[config.mk]
export PLATFORM = sky130hd
export DESIGN_NAME = led_color_sequencer_flat
export DESIGN_NICKNAME = d
export VERILOG_FILES = /design/src/rtl/led_color_sequencer_if.sv /design/src/rtl/led_color_sequencer.sv /design/src/flat_wrapper.sv
export SDC_FILE = /design/constraint.sdc
export NUM_CORES = 1
export LEC_CHECK = 0
export ABC_AREA = 1
export CAP_MARGIN = 40
export CORE_ASPECT_RATIO = 1.1
export CORE_MARGIN = 10
export CORE_UTILIZATION = 47
export CTS_BUF_LIST = sky130_fd_sc_hd__clkbuf_16
export CTS_CLUSTER_DIAMETER = 200
export DETAILED_ROUTE_END_ITERATION = 10
export MAX_ROUTING_LAYER = met4
export SYNTH_ARGS = -nofsm -noshare
export SYNTH_HDL_FRONTEND = slang
export SYNTH_SLANG_ARGS = --single-unit
[constraint.sdc]
create_clock -name clk -period 5.7 [get_ports clk]
set_input_delay 0.855 -clock clk [delete_from_list [all_inputs] [get_ports clk]]
set_output_delay 0.855 -clock clk [all_outputs]
set_load 0.02 [all_outputs]
[src/rtl/led_color_sequencer_if.sv]
// ---------------------------------------------------------------------------
// led_color_sequencer_if
//   Groups the control and LED-side signals of led_color_sequencer so the
//   sequencer and whatever drives it share a single bundle.
//   Signals:
//     run     master -> slave  1: sequence runs, 0: fade out and freeze
//     led_o   slave -> master  PWM drive to the LEDs (NCH bits)
//     gray_o  slave -> master  current Gray-code target pattern (NCH bits)
//     busy    slave -> master  1 whenever the sequencer FSM is not idle
//   NCH must match the NCH of the attached sequencer.
// ---------------------------------------------------------------------------
interface led_color_sequencer_if #(
  parameter int NCH = 3
);
  logic           run;
  logic [NCH-1:0] led_o;
  logic [NCH-1:0] gray_o;
  logic           busy;

  modport master (
    output run,
    input  led_o,
    input  gray_o,
    input  busy
  );

  modport slave (
    input  run,
    output led_o,
    output gray_o,
    output busy
  );
endinterface

[src/rtl/led_color_sequencer.sv]
// ---------------------------------------------------------------------------
// led_color_sequencer
//   N-channel LED colour sequencer. A binary counter is turned into a
//   Gray-code colour pattern. Each channel's brightness level ramps one step
//   per step tick towards MAX_LEVEL (pattern bit set and running) or 0. The
//   level is then turned into a PWM duty. The pattern advances only once every
//   channel has settled on its target, optionally after HOLD_STEPS dwell ticks.
//   Everything runs on clk, and both time bases are clock-enable ticks.
//
//   Ports:
//     clk        system clock
//     rst_n      asynchronous active-low reset
//     bus.run    1: sequence runs, 0: all channels fade to 0, pattern frozen
//     bus.led_o  PWM drive per channel (inverted when ACTIVE_LOW != 0)
//     bus.gray_o current Gray-code target pattern
//     bus.busy   1 whenever the FSM is not idle
//
//   Build option:
//     LED_GAMMA_EN  defined   -> duty = floor(level^2 / MAX_LEVEL)
//                   undefined -> duty = level (no multiplier)
// ---------------------------------------------------------------------------
module led_color_sequencer #(
  parameter int NCH        = 3,
  parameter int DEGREE     = 100,
  parameter int MAX_LEVEL  = 50,
  parameter int CLK_DIV    = 240,
  parameter int STEP_DIV   = 1200000,
  parameter int HOLD_STEPS = 0,
  parameter int ACTIVE_LOW = 1
) (
  input  logic                  clk,
  input  logic                  rst_n,
  led_color_sequencer_if.slave  bus
);

  localparam int LW = $clog2(MAX_LEVEL + 1);
  localparam int DW = $clog2(DEGREE + 1);
  localparam int CW = $clog2(CLK_DIV + 1);
  localparam int SW = $clog2(STEP_DIV + 1);
  localparam int HW = (HOLD_STEPS > 1) ? $clog2(HOLD_STEPS) : 1;

  localparam logic [CW-1:0] CLK_LAST  = CW'(CLK_DIV - 1);
  localparam logic [SW-1:0] STEP_LAST = SW'(STEP_DIV - 1);
  localparam logic [DW-1:0] PWM_LAST  = DW'(DEGREE - 1);
  localparam logic [LW-1:0] LVL_MAX   = LW'(MAX_LEVEL);
  localparam logic [HW-1:0] HOLD_LAST = HW'((HOLD_STEPS > 0) ? HOLD_STEPS - 1 : 0);
  localparam logic          POL_INV   = (ACTIVE_LOW != 0);

  typedef enum logic [1:0] {
    ST_IDLE,
    ST_RAMP,
    ST_HOLD
  } state_t;

  state_t                  state_q, state_d;
  logic [CW-1:0]           clk_cnt_q, clk_cnt_d;
  logic [SW-1:0]           step_cnt_q, step_cnt_d;
  logic [DW-1:0]           pwm_cnt_q, pwm_cnt_d;
  logic [NCH-1:0][LW-1:0]  level_q, level_d;
  logic [NCH-1:0][DW-1:0]  duty_q, duty_d;
  logic [NCH-1:0][DW-1:0]  duty_new;
  logic [NCH-1:0][LW-1:0]  target;
  logic [NCH-1:0]          bin_q, bin_d;
  logic [NCH-1:0]          gray_q, gray_d;
  logic [HW-1:0]           hold_cnt_q, hold_cnt_d;
  logic [NCH-1:0]          led_q, led_d;
  logic                    busy_q, busy_d;
  logic                    pwm_tick, step_tick, pwm_wrap;
  logic                    at_tgt, all_zero;

  // Level-to-duty mapping. The gamma variant squares the level and rescales
  // so that 0 and MAX_LEVEL map to themselves.
`ifdef LED_GAMMA_EN
  localparam int PRW = 2 * LW;
  localparam logic [PRW-1:0] MAX_LEVEL_W = PRW'(MAX_LEVEL);
  logic [NCH-1:0][PRW-1:0] level_sq;

  always_comb begin
    level_sq = '0;
    duty_new = '0;
    for (int i = 0; i < NCH; i++) begin
      level_sq[i] = PRW'(level_q[i]) * PRW'(level_q[i]);
      duty_new[i] = DW'(level_sq[i] / MAX_LEVEL_W);
    end
  end
`else
  always_comb begin
    duty_new = '0;
    for (int i = 0; i < NCH; i++) begin
      duty_new[i] = DW'(level_q[i]);
    end
  end
`endif

  // Prescalers, PWM counter, duty latch and pin drive. The duty is reloaded
  // only as the PWM counter wraps to 0, so a period never changes width
  // halfway through.
  always_comb begin
    pwm_tick   = (clk_cnt_q == CLK_LAST);
    step_tick  = (step_cnt_q == STEP_LAST);
    pwm_wrap   = pwm_tick && (pwm_cnt_q == PWM_LAST);
    clk_cnt_d  = pwm_tick  ? '0 : clk_cnt_q + CW'(1);
    step_cnt_d = step_tick ? '0 : step_cnt_q + SW'(1);
    pwm_cnt_d  = pwm_cnt_q;
    if (pwm_tick) begin
      pwm_cnt_d = pwm_wrap ? '0 : pwm_cnt_q + DW'(1);
    end
    duty_d = pwm_wrap ? duty_new : duty_q;
    led_d  = '0;
    for (int i = 0; i < NCH; i++) begin
      led_d[i] = (pwm_cnt_q < duty_q[i]) ^ POL_INV;
    end
  end

  // Sequencer FSM and level ramp. Targets and the at-target test both use
  // the levels as they stand before this tick moves them.
  always_comb begin
    state_d    = state_q;
    bin_d      = bin_q;
    hold_cnt_d = hold_cnt_q;
    level_d    = level_q;
    target     = '0;
    at_tgt     = 1'b1;
    all_zero   = 1'b1;

    for (int i = 0; i < NCH; i++) begin
      target[i] = (bus.run && gray_q[i]) ? LVL_MAX : '0;
      if (level_q[i] != target[i]) at_tgt = 1'b0;
      if (level_q[i] != '0)        all_zero = 1'b0;
    end

    if (step_tick) begin
      unique case (state_q)
        ST_IDLE: begin
          if (bus.run) state_d = ST_RAMP;
        end
        ST_RAMP: begin
          if (!bus.run && all_zero) begin
            state_d = ST_IDLE;
          end else if (bus.run && at_tgt) begin
            if (HOLD_STEPS == 0) begin
              bin_d = bin_q + NCH'(1);
            end else begin
              state_d    = ST_HOLD;
              hold_cnt_d = '0;
            end
          end
        end
        ST_HOLD: begin
          if (!bus.run) begin
            state_d = ST_RAMP;
          end else if (hold_cnt_q == HOLD_LAST) begin
            bin_d   = bin_q + NCH'(1);
            state_d = ST_RAMP;
          end else begin
            hold_cnt_d = hold_cnt_q + HW'(1);
          end
        end
        default: state_d = ST_IDLE;
      endcase

      // Upward moves also stop at MAX_LEVEL so a level can never overshoot.
      for (int i = 0; i < NCH; i++) begin
        if ((level_q[i] < target[i]) && (level_q[i] < LVL_MAX)) begin
          level_d[i] = level_q[i] + LW'(1);
        end else if (level_q[i] > target[i]) begin
          level_d[i] = level_q[i] - LW'(1);
        end
      end
    end

    gray_d = bin_d ^ (bin_d >> 1);
    busy_d = (state_d != ST_IDLE);
  end

  always_ff @(posedge clk or negedge rst_n) begin
    if (!rst_n) begin
      state_q    <= ST_IDLE;
      clk_cnt_q  <= '0;
      step_cnt_q <= '0;
      pwm_cnt_q  <= '0;
      level_q    <= '0;
      duty_q     <= '0;
      bin_q      <= '0;
      gray_q     <= '0;
      hold_cnt_q <= '0;
      led_q      <= {NCH{POL_INV}};
      busy_q     <= 1'b0;
    end else begin
      state_q    <= state_d;
      clk_cnt_q  <= clk_cnt_d;
      step_cnt_q <= step_cnt_d;
      pwm_cnt_q  <= pwm_cnt_d;
      level_q    <= level_d;
      duty_q     <= duty_d;
      bin_q      <= bin_d;
      gray_q     <= gray_d;
      hold_cnt_q <= hold_cnt_d;
      led_q      <= led_d;
      busy_q     <= busy_d;
    end
  end

  assign bus.led_o  = led_q;
  assign bus.gray_o = gray_q;
  assign bus.busy   = busy_q;

endmodule

[src/flat_wrapper.sv]
// flat-port wrapper written by rule: the top's interface ports become plain ports
module led_color_sequencer_flat 
#(
  parameter int NCH        = 3,
  parameter int DEGREE     = 100,
  parameter int MAX_LEVEL  = 50,
  parameter int CLK_DIV    = 240,
  parameter int STEP_DIV   = 1200000,
  parameter int HOLD_STEPS = 0,
  parameter int ACTIVE_LOW = 1
)
  (clk, rst_n, bus_run, bus_led_o, bus_gray_o, bus_busy);
  led_color_sequencer_if #(.NCH(NCH)) bus_i ();
  input  logic clk;
  input  logic rst_n;
  input wire logic [$bits(bus_i.run)-1:0] bus_run;
  output wire logic [$bits(bus_i.led_o)-1:0] bus_led_o;
  output wire logic [$bits(bus_i.gray_o)-1:0] bus_gray_o;
  output wire logic [$bits(bus_i.busy)-1:0] bus_busy;
  assign bus_i.run = bus_run;
  assign bus_led_o = bus_i.led_o;
  assign bus_gray_o = bus_i.gray_o;
  assign bus_busy = bus_i.busy;
  led_color_sequencer #(.NCH(NCH), .DEGREE(DEGREE), .MAX_LEVEL(MAX_LEVEL), .CLK_DIV(CLK_DIV), .STEP_DIV(STEP_DIV), .HOLD_STEPS(HOLD_STEPS), .ACTIVE_LOW(ACTIVE_LOW)) u_core (.clk(clk), .rst_n(rst_n), .bus(bus_i));
endmodule
* Yosys cells after proc, flatten, opt, wreduce, memory -nomap -nowiden
Cells that the tools add are included.
Word-level totals: bits of input ports 3, flip-flop bits (word level) 85
Operators by class: add/sub/neg operators 11, equality and inequality tests 8, reduce and logical (&&, ||, !) cells 22, order comparisons 12, bitwise logic cells 4, muxes and demuxes 31
Operator list (count):
- 6-bit two-way mux | 9
- 21-bit by 1-bit adder with 21-bit output, second input constant | 1
- 21-bit == test, second input constant | 1
- 7-bit by 6-bit less-than comparator with 1-bit output | 3
- 21-bit two-way mux | 1
- 6-bit by 1-bit adder with 6-bit output, second input constant | 3
- 6-bit > comparator | 3
- 6-bit less-than comparator | 3
- 6-bit less-than comparator, second input constant | 3
- 6-bit != test | 3
- 6-bit nonzero test | 3
- 6-bit by 1-bit subtractor with 6-bit output, second input constant | 3
- 3-bit two-way mux | 5
- 2-bit two-way mux | 5
- 1-bit logical AND | 9
- 8-bit by 1-bit adder with 8-bit output, second input constant | 1
- 8-bit == test, second input constant | 1
- 8-bit two-way mux | 1
- 2-bit nonzero test | 4
- 7-bit by 1-bit adder with 7-bit output, second input constant | 1
- 7-bit == test, second input constant | 1
- 1-bit two-way mux | 7
- 7-bit two-way mux | 1
- 2-bit case mux with 3 select lines | 1
- 11 further kinds | 15

* Logic depth before layout (Yosys ltp)
Gate-level depths: netlist (run 1).
depth in word-level cells 12, mapped depth 16

* Worst setup path before layout (run 1)
Ideal clock, no wire load.
path kind input port to flip-flop, from input port bus_run, to register u_core.level_q (netlist bit u_core.duty_new[5]), library setup time 0.117 ns, data arrival time 2.976 ns, cell stages on the path 13, setup slack 2.607 ns, path buffers 1, cell sequence clkbuf_2 > nand2_1 > ha_1 > a21oi_1 > o21a_1 > nand3_1 > ha_1 > a21oi_1 > o211ai_1 > xor2_1 > nand2_1 > nand2_1 > nand2_1
On the way: longest elaborated chain between the ends 6
Ends and longest elaborated chain:
- start, declared | line flat_wrapper.sv:16 | input wire logic [$bits(bus_i.run)-1:0] bus_run;
- 1-bit logical AND * | line led_color_sequencer.sv:127 | target[i] = (bus.run && gray_q[i]) ? LVL_MAX : '0;
- 6-bit two-way mux * | line led_color_sequencer.sv:127
- 6-bit less-than comparator | line led_color_sequencer.sv:164 | if ((level_q[i] < target[i]) && (level_q[i] < LVL_MAX)) begin
- 1-bit logical AND | line led_color_sequencer.sv:164
- 2-bit nonzero test (no line)
- 2-bit AND reduction (no line)
- end signal, assigned | line led_color_sequencer.sv:194 | level_q <= level_d;
- end, declared | line led_color_sequencer.sv:59 | logic [NCH-1:0][LW-1:0] level_q, level_d;
Mark *: on every way between the ends. The rest lies on a longest branch, timed or not. A chain may end at the register's enable or synchronous reset.

* Final worst setup path (run 1)
Same ends and word-level chain as after synthesis.

==> metrics.csv, run 1 <==
stage,metric,value,unit
timing,finalSetupViolCount,0,
setup_path,cp-end-kind,flip-flop,
routing,routedWlPerCell,13.4,um
timing,skew,6.60,ps
power_and_ir_drop,power_density,218,mW/mm^2
die,die_w,120,um
yosys,synth_top_cell_by_area,dfrtp_1,
routing,drt_pre_antenna_iters,5,
grt,grt_antenna_before_repair,0,
clock_tree,cts_hold_buf,0,
layout,area_growth,11.4,%
clock_tree,cts_sinks,83,
routing,drc,0,
setup_path,cp_slowest_cell,clkdlybuf4s50_1,
yosys,synth_area_leaders,"dfrtp_1 39%, nand2_1 11%, ha_1 11%",
place,placed_area,0.00545,mm^2
setup_path,ff2ff_path_depth,11,
timing,fin_crit_sh,0.635,
setup_path,required,5930,ps
power_and_ir_drop,peakVddDrop,117,uV
timing,hold_viol_final,0,
yosys,synth_warnings,0,
setup_path,cp-start-kind,input pin,
power_and_ir_drop,power_leakage,2.83,nW
routing,routed_via_density,5.15,
die,initial_core_util,0.478,
clock_tree,cts_inserted_buffers,9,
setup_path,crit_arrival,3850,ps
clock_tree,worstSkewPairLatency,340,ps
place,io_buffers,9,
grt,grt_max_degree,47,
timing,drv_slew,0,
grt,grt_pass1_wl,18800,um
routing,vias,4225,
clock_tree,clk_path_buf_depth,2,
yosys,ys_async_sr_fraction,1.00,
layout,num_antenna_cells,0,
setup_path,cp_max_fo,8,
yosys,synth_area,0.00519,mm^2
setup_path,critPathMostFrequentCell,nand2_1,
clock_tree,root_buffer,clkbuf_16,
yosys,synth_top_area_frac,0.385,
yosys,synth_seq_cells,83,
die,io_pins,10,
setup_path,setup.worst_path.start,bus_run,
yosys,synthCells,652,
yosys,synth_cell_types,39,
place,dpl.hpwl,8020,um
run,cap_violations,0,
grt,overflow,0,
timing,rsz0062_at_grt,no,
timing,finalSetupTns,0,ps
timing,max_freq,276,MHz
clock_tree,post_cts_buffers,0,
clock_tree,ctsResizeCount,0,
die,num_rows,40,
setup_path,critical_path_class,input pin to flip-flop,
timing,fin_crit,3620,ps
timing,fin_ws,2080,ps
yosys,syn_area_per_cell,7.97,um^2
timing,slew_headroom,0.615,
yosys,synthFlopType,dfrtp_1,
routing,drtIter0Drc,226,
timing,tightest_slew,577,ps
grt,grt.total_usage,0.152,
yosys,synth.yosys.seq_area_share,0.401,
hold_path,hold_class,input pin to asynchronous set/reset pin,
layout,nets,719,
setup_path,regToRegEndpoint,u_core.duty_new[5],
routing,wirelength,11000,um
clock_tree,cts_tree,built,
grt,grt_pass1_vias,4131,
die,dieArea,0.0157,mm^2
setup_path,reg2reg_slack,2880,ps
layout,final_cell_mix,"155 x nand2_1, 93 x inv_1, 80 x dfrtp_1",
place,dp_cells,805,
layout,post-route-cell-area,0.00579,mm^2
clock_tree,htreeDepth,3,
die,coreArea,0.0109,mm^2
outcome,status,"complete, no violations",
routing,ant_nets,0,
yosys,synth_edf_count,0,
place,gp_congestion,0.846,
setup_path,crit_chain,"clkdlybuf4s50_1, nand2_1, ha_1, a21oi_1, o21a_1, nand3_1, ha_1, a21oi_1, o211ai_1, xor2_1, nand2_1, nand2_1, nand2_1",
die,die_y,130,um
layout,drive_gt1_frac,0.0786,
layout,fin_cells,821,
setup_path,cpPeakStageDelay,610,ps
setup_path,r2r-start,u_core.duty_new[5],
layout,final_common_cell,nand2_1,
clock_tree,path_clk_slew,60,ps
place,place_ws,1760,ps
yosys,synth_nets,702,
timing,whs,476,ps
[synthesized netlist by cell type (3+ instances only)]
library cell,number
xor2_1,19
buf_2,3
nand3b_1,4
dfrtp_1,80
nand3_1,43
nand4_1,14
nor2_4,4
inv_2,5
nand2_1,155
o21ai_0,41
o21ai_1,7
inv_1,91
nand2_2,5
a21oi_1,29
xnor2_1,6
nor3_1,20
fa_1,3
nor2_2,7
nor2_1,46
ha_1,44
dfstp_2,3
[cell type report]
cell class                      count  area, um^2
Multi-Input combinational cell    466        2720
Inverter                           98         370
Timing Repair Buffer               11         103
Clock buffer                        9         225
Sequential cell                    83        2080
Fill cell                        1039        5070
Clock inverter                      7         109
Tap cell                          147         184
[worst max-delay path: cells and delay by family]
family | cells | cell delay [ps]
fa+ha+maj | 2 | 800
compound gates | 4 | 730
buf+inv | 1 | 610
xor+xnor | 1 | 220
simple gates | 5 | 640
[logic make-up after synthesis]
kind of cell | after synthesis | synth area share
xor+xnor | 25 | 0.0422
simple gates | 309 | 0.273
compound gates | 85 | 0.0896
flops | 83 | 0.401
buf+inv | 103 | 0.0766
fa+ha+maj | 47 | 0.118
[metal layers]
metal	part of all wire	global-route usage
met5	0	-
met4	0.019	0.0710
met3	0.031	0.0220
met1	0.46	0.177
met2	0.49	0.255
[how the worst max path moves through the flow]
stage                         end  slack, ps  cells past startpoint
6_report       u_core.duty_new[5]       2080                     13
4_1_cts        u_core.duty_new[5]       2090                     13
3_5_place_dp   u_core.duty_new[5]       1760                     13
3_3_place_gp   u_core.duty_new[5]       1930                     13
2_1_floorplan  u_core.duty_new[5]       2610                     13
5_1_grt        u_core.duty_new[5]       1810                     13
[through the flow]
step / utilization / total power [W]
after floorplan: - / 0.000602
final: 0.533 / 0.00126
after global routing: 0.533 / 0.00130
after detailed placement: 0.502 / 0.000616
after CTS: 0.533 / 0.00128
after global placement: 0.502 / 0.000616
[state kept, by name, indices dropped and copies added (netlist names)]
register           count
u_core.bus.led_o       3
u_core.bus.gray_o      2
u_core.bus.busy        1
u_core.duty_q         18
u_core.bin_q           3
u_core.pwm_cnt_q       7
u_core.clk_cnt_q       8
u_core.state_q         2
u_core.step_cnt_q     21
u_core.duty_new       18
[report_power, final]
group	internal [W]	switching, W
clock	0.000423	0.000236
sequential	0.000589	0
combinational	0.00000176	0.0000129
Power figures use the tool's default switching activity.
==> inputs of run 2 (changes only) <==
--- a/config.mk
+++ b/config.mk
@@ -14,6 +14,7 @@
 export CTS_CLUSTER_DIAMETER = 200
 export DETAILED_ROUTE_END_ITERATION = 10
 export MAX_ROUTING_LAYER = met4
+export PLACE_DENSITY = 0.65
 export SYNTH_ARGS = -nofsm -noshare
 export SYNTH_HDL_FRONTEND = slang
 export SYNTH_SLANG_ARGS = --single-unit
==> constraint.sdc (replaced) <==
create_clock -name clk -period 3.1 [get_ports clk]
set_input_delay 0.465 -clock clk [delete_from_list [all_inputs] [get_ports clk]]
set_output_delay 0.465 -clock clk [all_outputs]
set_load 0.02 [all_outputs]
==> run 2 against run 1 <==
Combinational power rose by 120%. Flip-flop and latch count did not move. Design area rose by 1.5%. Count of clock-buffer cells in the layout did not move. Clock power rose by 73%. Cell count rose by 1.1%. Critical endpoint unchanged. Global-route usage fell by 0.25 points. Utilization rose by 0.82 points.
==> metrics.csv, run 2 (synthesized netlist as in run 1, its figures left out) <==
stage,metric,value,unit,change
layout,largest_reg_flops,21,,unchanged
layout,nets,728,,+1.3%
setup_path,crit_arrival,3090,ps,-760 ps
place,place_ws,-130,ps,-1890 ps
routing,drtIter0Drc,282,,+25%
setup_path,crit_chain,"clkdlybuf4s50_1, nand2_1, ha_1, a21oi_1, o21a_1, nand3_1, ha_1, a21oi_1, o211ai_1, xor2_1, nand2_1, nand2_1, nand2_1",,
timing,drv_slew,0,,unchanged
layout,nFillCells,1046,,+0.67%
setup_path,cp-end-kind,flip-flop,,
outcome,status,"complete, no violations",,
power_and_ir_drop,power_leakage,2.87,nW,+1.4%
timing,hold_viol_final,0,,unchanged
clock_tree,cts_tree,built,,
clock_tree,clk_path_buf_depth,2,,unchanged
layout,regMostFlops,u_core.step_cnt_q,,
run,cap_violations,0,,unchanged
timing,tightest_slew,508,ps,-69.6 ps
grt,grt_pass1_wl,18600,um,-1.1%
power_and_ir_drop,peakVddDrop,225,uV,+93%
setup_path,cpPeakStageDelay,510,ps,-100 ps
routing,vias,4257,,+0.76%
setup_path,critical_path_class,input pin to flip-flop,,
timing,fin_crit,2860,ps,
die,coreArea,0.0109,mm^2,unchanged
timing,fin_ws,241,ps,-1840 ps
power_and_ir_drop,power_density,384,mW/mm^2,+76%
grt,grt_antenna_before_repair,0,,unchanged
grt,grt_pass1_vias,4057,,-1.8%
layout,area_growth,13.1,%,
setup_path,regToRegEndpoint,u_core.duty_new[5],,
layout,utilization,0.541,,+0.00818
place,dpl.hpwl,7980,um,-0.43%
clock_tree,path_clk_slew,60,ps,about the same
setup_path,cp-start-kind,input pin,,
die,num_rows,40,,unchanged
layout,fin_cells,830,,+1.1%
setup_path,cp_max_fo,6,,-2
timing,fin_crit_sh,0.922,,
layout,num_antenna_cells,0,,unchanged
timing,skew,6.38,ps,-0.228 ps
routing,wirelength,10600,um,-3.3%
clock_tree,htreeDepth,3,,unchanged
clock_tree,worstSkewPairLatency,340,ps,about the same
die,initial_core_util,0.478,,unchanged
layout,multi_input_area,0.00272,mm^2,+0.18%
layout,regArea,0.00208,mm^2,unchanged
die,dieArea,0.0157,mm^2,unchanged
setup_path,ff2ff_path_depth,12,,+1
place,gp_congestion,0.903,,+6.7%
timing,max_freq,350,MHz,
die,die_w,120,um,unchanged
setup_path,r2r-start,u_core.bus.gray_o[0],,
clock_tree,cts_hold_buf,0,,unchanged
clock_tree,post_cts_buffers,0,,unchanged
timing,finalSetupViolCount,0,,unchanged
clock_tree,cts_inserted_buffers,9,,unchanged
setup_path,path_delay_family,adder cells,,
setup_path,required,3330,ps,-2600 ps
setup_path,critPathMostFrequentCell,nand2_1,,
grt,overflow,0,,unchanged
layout,drive_gt1_frac,0.0952,,+0.0165
setup_path,path_buf_inv,1,,unchanged
grt,grt.total_usage,0.149,,-0.00252
place,io_buffers,9,,unchanged
layout,final_common_cell,nand2_1,,
timing,finalSetupTns,0,ps,unchanged
hold_path,hold_class,input pin to asynchronous set/reset pin,,
die,die_y,130,um,unchanged
timing,slew_headroom,0.661,,+0.0460
clock_tree,root_buffer,clkbuf_16,,
die,io_pins,10,,unchanged
layout,final_cell_mix,"155 x nand2_1, 92 x inv_1, 80 x dfrtp_1",,
routing,drt_pre_antenna_iters,5,,unchanged
setup_path,reg2reg_slack,520,ps,-2360 ps
place,dp_cells,814,,+1.1%
routing,drc,0,,unchanged
routing,routedWlPerCell,12.8,um,-4.3%
timing,rsz0062_at_grt,no,,
grt,grt_max_degree,63,,+34%
routing,ant_nets,0,,unchanged
routing,routed_via_density,5.13,,-0.34%
clock_tree,cts_sinks,83,,unchanged
setup_path,cp_slowest_cell,clkdlybuf4s50_1,,
run 2: cell count changes in the layout (fill, tap and decap cells not counted), sizes merged:
cell / before / now
bufinv: 3 / 2
buf: 3 / 12
clkinvlp: 1 / 2
run 2: how the worst max path moves through the flow:
stage | startpoint | end | slack, ps | cells after the start
final | bus_run | u_core.duty_new[5] | 240 | 13
after global routing | bus_run | u_core.duty_new[19] | 10 | 16
after CTS | bus_run | u_core.duty_new[12] | 210 | 15
after detailed placement | bus_run | u_core.duty_new[12] | -130 | 15
after global placement | bus_run | u_core.duty_new[5] | -2 | 13
after floorplan | bus_run | u_core.duty_new[5] | 400 | 13
run 2: metrics by stage:
step	hold WS, ps	area (um^2)	total power [W]
final	14.8	5880	0.00225
after detailed placement	383	5550	0.00114
after global placement	446	5530	0.00113
after floorplan	169	5190	0.00111
after global routing	15.2	5880	0.00234
after CTS	20.3	5870	0.00229
run 2: area by class of cell:
cell class | instances | area share
multi-input cells | 466 | 0.463
flip-flops and latches | 83 | 0.354
inverters | 98 | 0.0630
clock buffers | 9 | 0.0383
repair buffers | 20 | 0.0345
well taps | 147 | 0.0313
clock inverters | 7 | 0.0158
run 2: power by group:
group | leakage [nW] | switching [W] | internal (W)
sequential | 1.07 | 0 | 0.00108
clock | 0.153 | 0.000435 | 0.000704
combinational | 1.64 | 0.0000241 | 0.00000763
run 2: what timing repair did:
action	CTS	global route
hold endpoints to repair	0	0
gates resized for setup	0	1
setup endpoints to repair	0	1
run 2: worst reg2reg max path: cells and delay by family, from the launching register on:
family	cells	cell delay, ps
flops	1	390
simple gates	5	540
fa+ha+maj	2	680
compound gates	4	650
xor+xnor	1	210
run 2: routing by layer:
layer	vias to the layer above	global-route usage	wire (um)
met4	0	0.0582	216
met3	22	0.0333	430
met5	-	-	0
met1	1975	0.181	4960
met2	88	0.239	5030
li1	2172	-	-
==> inputs of run 3 (changes only) <==
--- a/config.mk
+++ b/config.mk
@@ -7,14 +7,16 @@
 export LEC_CHECK = 0
 export ABC_AREA = 1
 export CAP_MARGIN = 40
+export CELL_PAD_IN_SITES_DETAIL_PLACEMENT = 0
+export CELL_PAD_IN_SITES_GLOBAL_PLACEMENT = 1
 export CORE_ASPECT_RATIO = 1.1
-export CORE_MARGIN = 10
-export CORE_UTILIZATION = 47
+export CORE_MARGIN = 1.5
+export CORE_UTILIZATION = 43
 export CTS_BUF_LIST = sky130_fd_sc_hd__clkbuf_16
 export CTS_CLUSTER_DIAMETER = 200
 export DETAILED_ROUTE_END_ITERATION = 10
 export MAX_ROUTING_LAYER = met4
-export PLACE_DENSITY = 0.65
+export PLACE_DENSITY_LB_ADDON = 0.1
 export SYNTH_ARGS = -nofsm -noshare
 export SYNTH_HDL_FRONTEND = slang
 export SYNTH_SLANG_ARGS = --single-unit
==> run 3 against run 2 <==
Sequential share of layout area decreased by 0.22 points. Via count decreased by 2.0%. Sequential power about the same. Power increased by 0.68%. Flip-flop and latch count unchanged. Clock power about the same. Register-to-register slack improved by 70 ps.
==> metrics.csv, run 3 (synthesized netlist as in run 1, its figures left out) <==
stage,metric,value,unit,change
die,die_y,118,um,-9.2%
layout,num_antenna_cells,0,,unchanged
layout,utilization,0.508,,-0.0332
clock_tree,path_clk_slew,60,ps,about the same
setup_path,critical_path_class,input pin to flip-flop,,
layout,regMostFlops,u_core.step_cnt_q,,
clock_tree,post_cts_buffers,0,,unchanged
power_and_ir_drop,power.switching,0.000476,W,+3.7%
setup_path,cp-start-kind,input pin,,
place,io_buffers,9,,unchanged
layout,regArea,0.00208,mm^2,unchanged
layout,nFillCells,1157,,+11%
grt,overflow,0,,unchanged
power_and_ir_drop,combPwrFrac,0.014,,about the same
clock_tree,clk_path_buf_depth,2,,unchanged
layout,final_cell_mix,"155 x nand2_1, 91 x inv_1, 80 x dfrtp_1",,
timing,hold_viol_final,0,,unchanged
routing,vias,4173,,-2.0%
power_and_ir_drop,peakVddDrop,356,uV,+58%
clock_tree,cts_inserted_buffers,9,,unchanged
setup_path,required,3380,ps,+50 ps
clock_tree,cts_hold_buf,0,,unchanged
die,num_rows,41,,+2.5%
routing,wirelength,11100,um,+4.7%
layout,largest_reg_flops,21,,unchanged
routing,routed_via_density,4.96,,-3.4%
run,cap_violations,0,,unchanged
timing,finalSetupTns,0,ps,unchanged
setup_path,crit_arrival,3130,ps,+40 ps
routing,drc,0,,unchanged
layout,final_common_cell,nand2_1,,
die,coreArea,0.0116,mm^2,+7.2%
routing,ant_nets,0,,unchanged
die,initial_core_util,0.446,,-0.0322
power_and_ir_drop,pwr-share-seq,0.477,,-0.004
layout,drive_gt1_frac,0.108,,+0.0132
clock_tree,cts_tree,built,,
timing,slew_headroom,0.575,,-0.0863
timing,tightest_slew,637,ps,+129 ps
routing,drt_pre_antenna_iters,5,,unchanged
power_and_ir_drop,power_density,384,mW/mm^2,about the same
power_and_ir_drop,switching_share,0.210,,+0.00610
place,place_ws,-78.2,ps,+51.3 ps
routing,drtIter0Drc,274,,-2.8%
outcome,status,"complete, no violations",,
timing,fin_crit,2860,ps,-3.33 ps
layout,nets,737,,+1.2%
grt,grt_pass1_wl,19500,um,+4.8%
clock_tree,root_buffer,clkbuf_16,,
timing,drv_slew,0,,unchanged
clock_tree,ctsResizeCount,0,,unchanged
hold_path,hold_class,input pin to asynchronous set/reset pin,,
clock_tree,worstSkewPairLatency,340,ps,about the same
timing,fin_crit_sh,0.921,,-0.00107
timing,max_freq,350,MHz,+0.12%
place,gp_congestion,0.833,,-7.7%
die,die_w,108,um,-10%
clock_tree,htreeDepth,3,,unchanged
clock_tree,cts_sinks,83,,unchanged
timing,finalSetupViolCount,0,,unchanged
layout,multi_input_area,0.00272,mm^2,unchanged
layout,area_growth,13.9,%,
timing,skew,6.58,ps,+0.207 ps
grt,grt_antenna_before_repair,0,,unchanged
power_and_ir_drop,pwr-share-clk,0.509,,+0.004
timing,fin_ws,245,ps,+3.33 ps
grt,grt_pass1_vias,4063,,+0.15%
timing,rsz0062_at_grt,no,,
grt,grt_max_degree,48,,-24%
setup_path,cp_max_fo,6,,unchanged
power_and_ir_drop,intPower,0.00179,W,about the same
setup_path,cp-end-kind,flip-flop,,
power_and_ir_drop,power_leakage,2.90,nW,+1.2%
grt,grt.total_usage,0.199,,+0.0502
routing,routedWlPerCell,13.2,um,+3.2%
die,dieArea,0.0127,mm^2,-19%
place,dpl.hpwl,8420,um,+5.5%
die,io_pins,10,,unchanged
[run 3: path summary, 6_finish.rpt]
check	start	end	slack, ps	depth (start not counted)
worst max-delay path	bus_run	u_core.duty_new[12]	240	15
worst min-delay path	rst_n	u_core.duty_new[12]	140	1
worst max register to register	u_core.duty_new[12]	u_core.duty_new[12]	590	12
worst min register to register	u_core.clk_cnt_q[0]	u_core.clk_cnt_q[0]	470	1
max in group asynchronous	rst_n	u_core.bus.led_o[1]	2180	2
min in group clk	u_core.clk_cnt_q[0]	u_core.clk_cnt_q[0]	470	1
[run 3: layout make-up]
| type | instances | share of cell area |
|---|---|---|
| clock buffer | 9 | 0.0381 |
| clock inverter | 7 | 0.0154 |
| inverter | 98 | 0.0626 |
| multi-input combinational | 466 | 0.460 |
| sequential | 83 | 0.352 |
| tap | 150 | 0.0317 |
| timing repair buffer | 29 | 0.0402 |
[run 3: power groups by stage]
stage / clock [W] / combinational [W] / sequential (W)
after detailed placement: 0 / 0.0000331 / 0.00110
after floorplan: 0 / 0.00000300 / 0.00110
final: 0.00116 / 0.0000307 / 0.00108
after global placement: 0 / 0.0000331 / 0.00110
after global routing: 0.00123 / 0.0000365 / 0.00108
after CTS: 0.00119 / 0.0000331 / 0.00108
[run 3: metal layers]
metal  global-route usage  vias up  share of wire
li1                     -     2184              -
met1                0.271     1908           0.49
met2                0.302       63           0.46
met3               0.0320       18          0.031
met4               0.0707        0          0.019
met5                    -        -              0
[run 3: per-stage QoR]
stage          power, W  hold WS [ps]  cells  area (um^2)
2_1_floorplan   0.00111           169    652         5190
6_report        0.00227           139    842         5910
4_1_cts         0.00230           171    842         5910
3_5_place_dp    0.00114           463    826         5590
3_3_place_gp    0.00114           452    826         5590
5_1_grt         0.00235           187    842         5910
[run 3: worst max-delay path, cell delays in order]
cell and delay, ps:
clkdlybuf4s50_1 500, buf_4 130, nand2_1 90, ha_1 310
nand2_1 80, nor2_1 50, nor2_1 130, nand3_1 260
ha_1 430, a21oi_1 210, o21ai_0 100, nor2_1 120
xor2_1 140, nand2_1 60, nand2_1 50
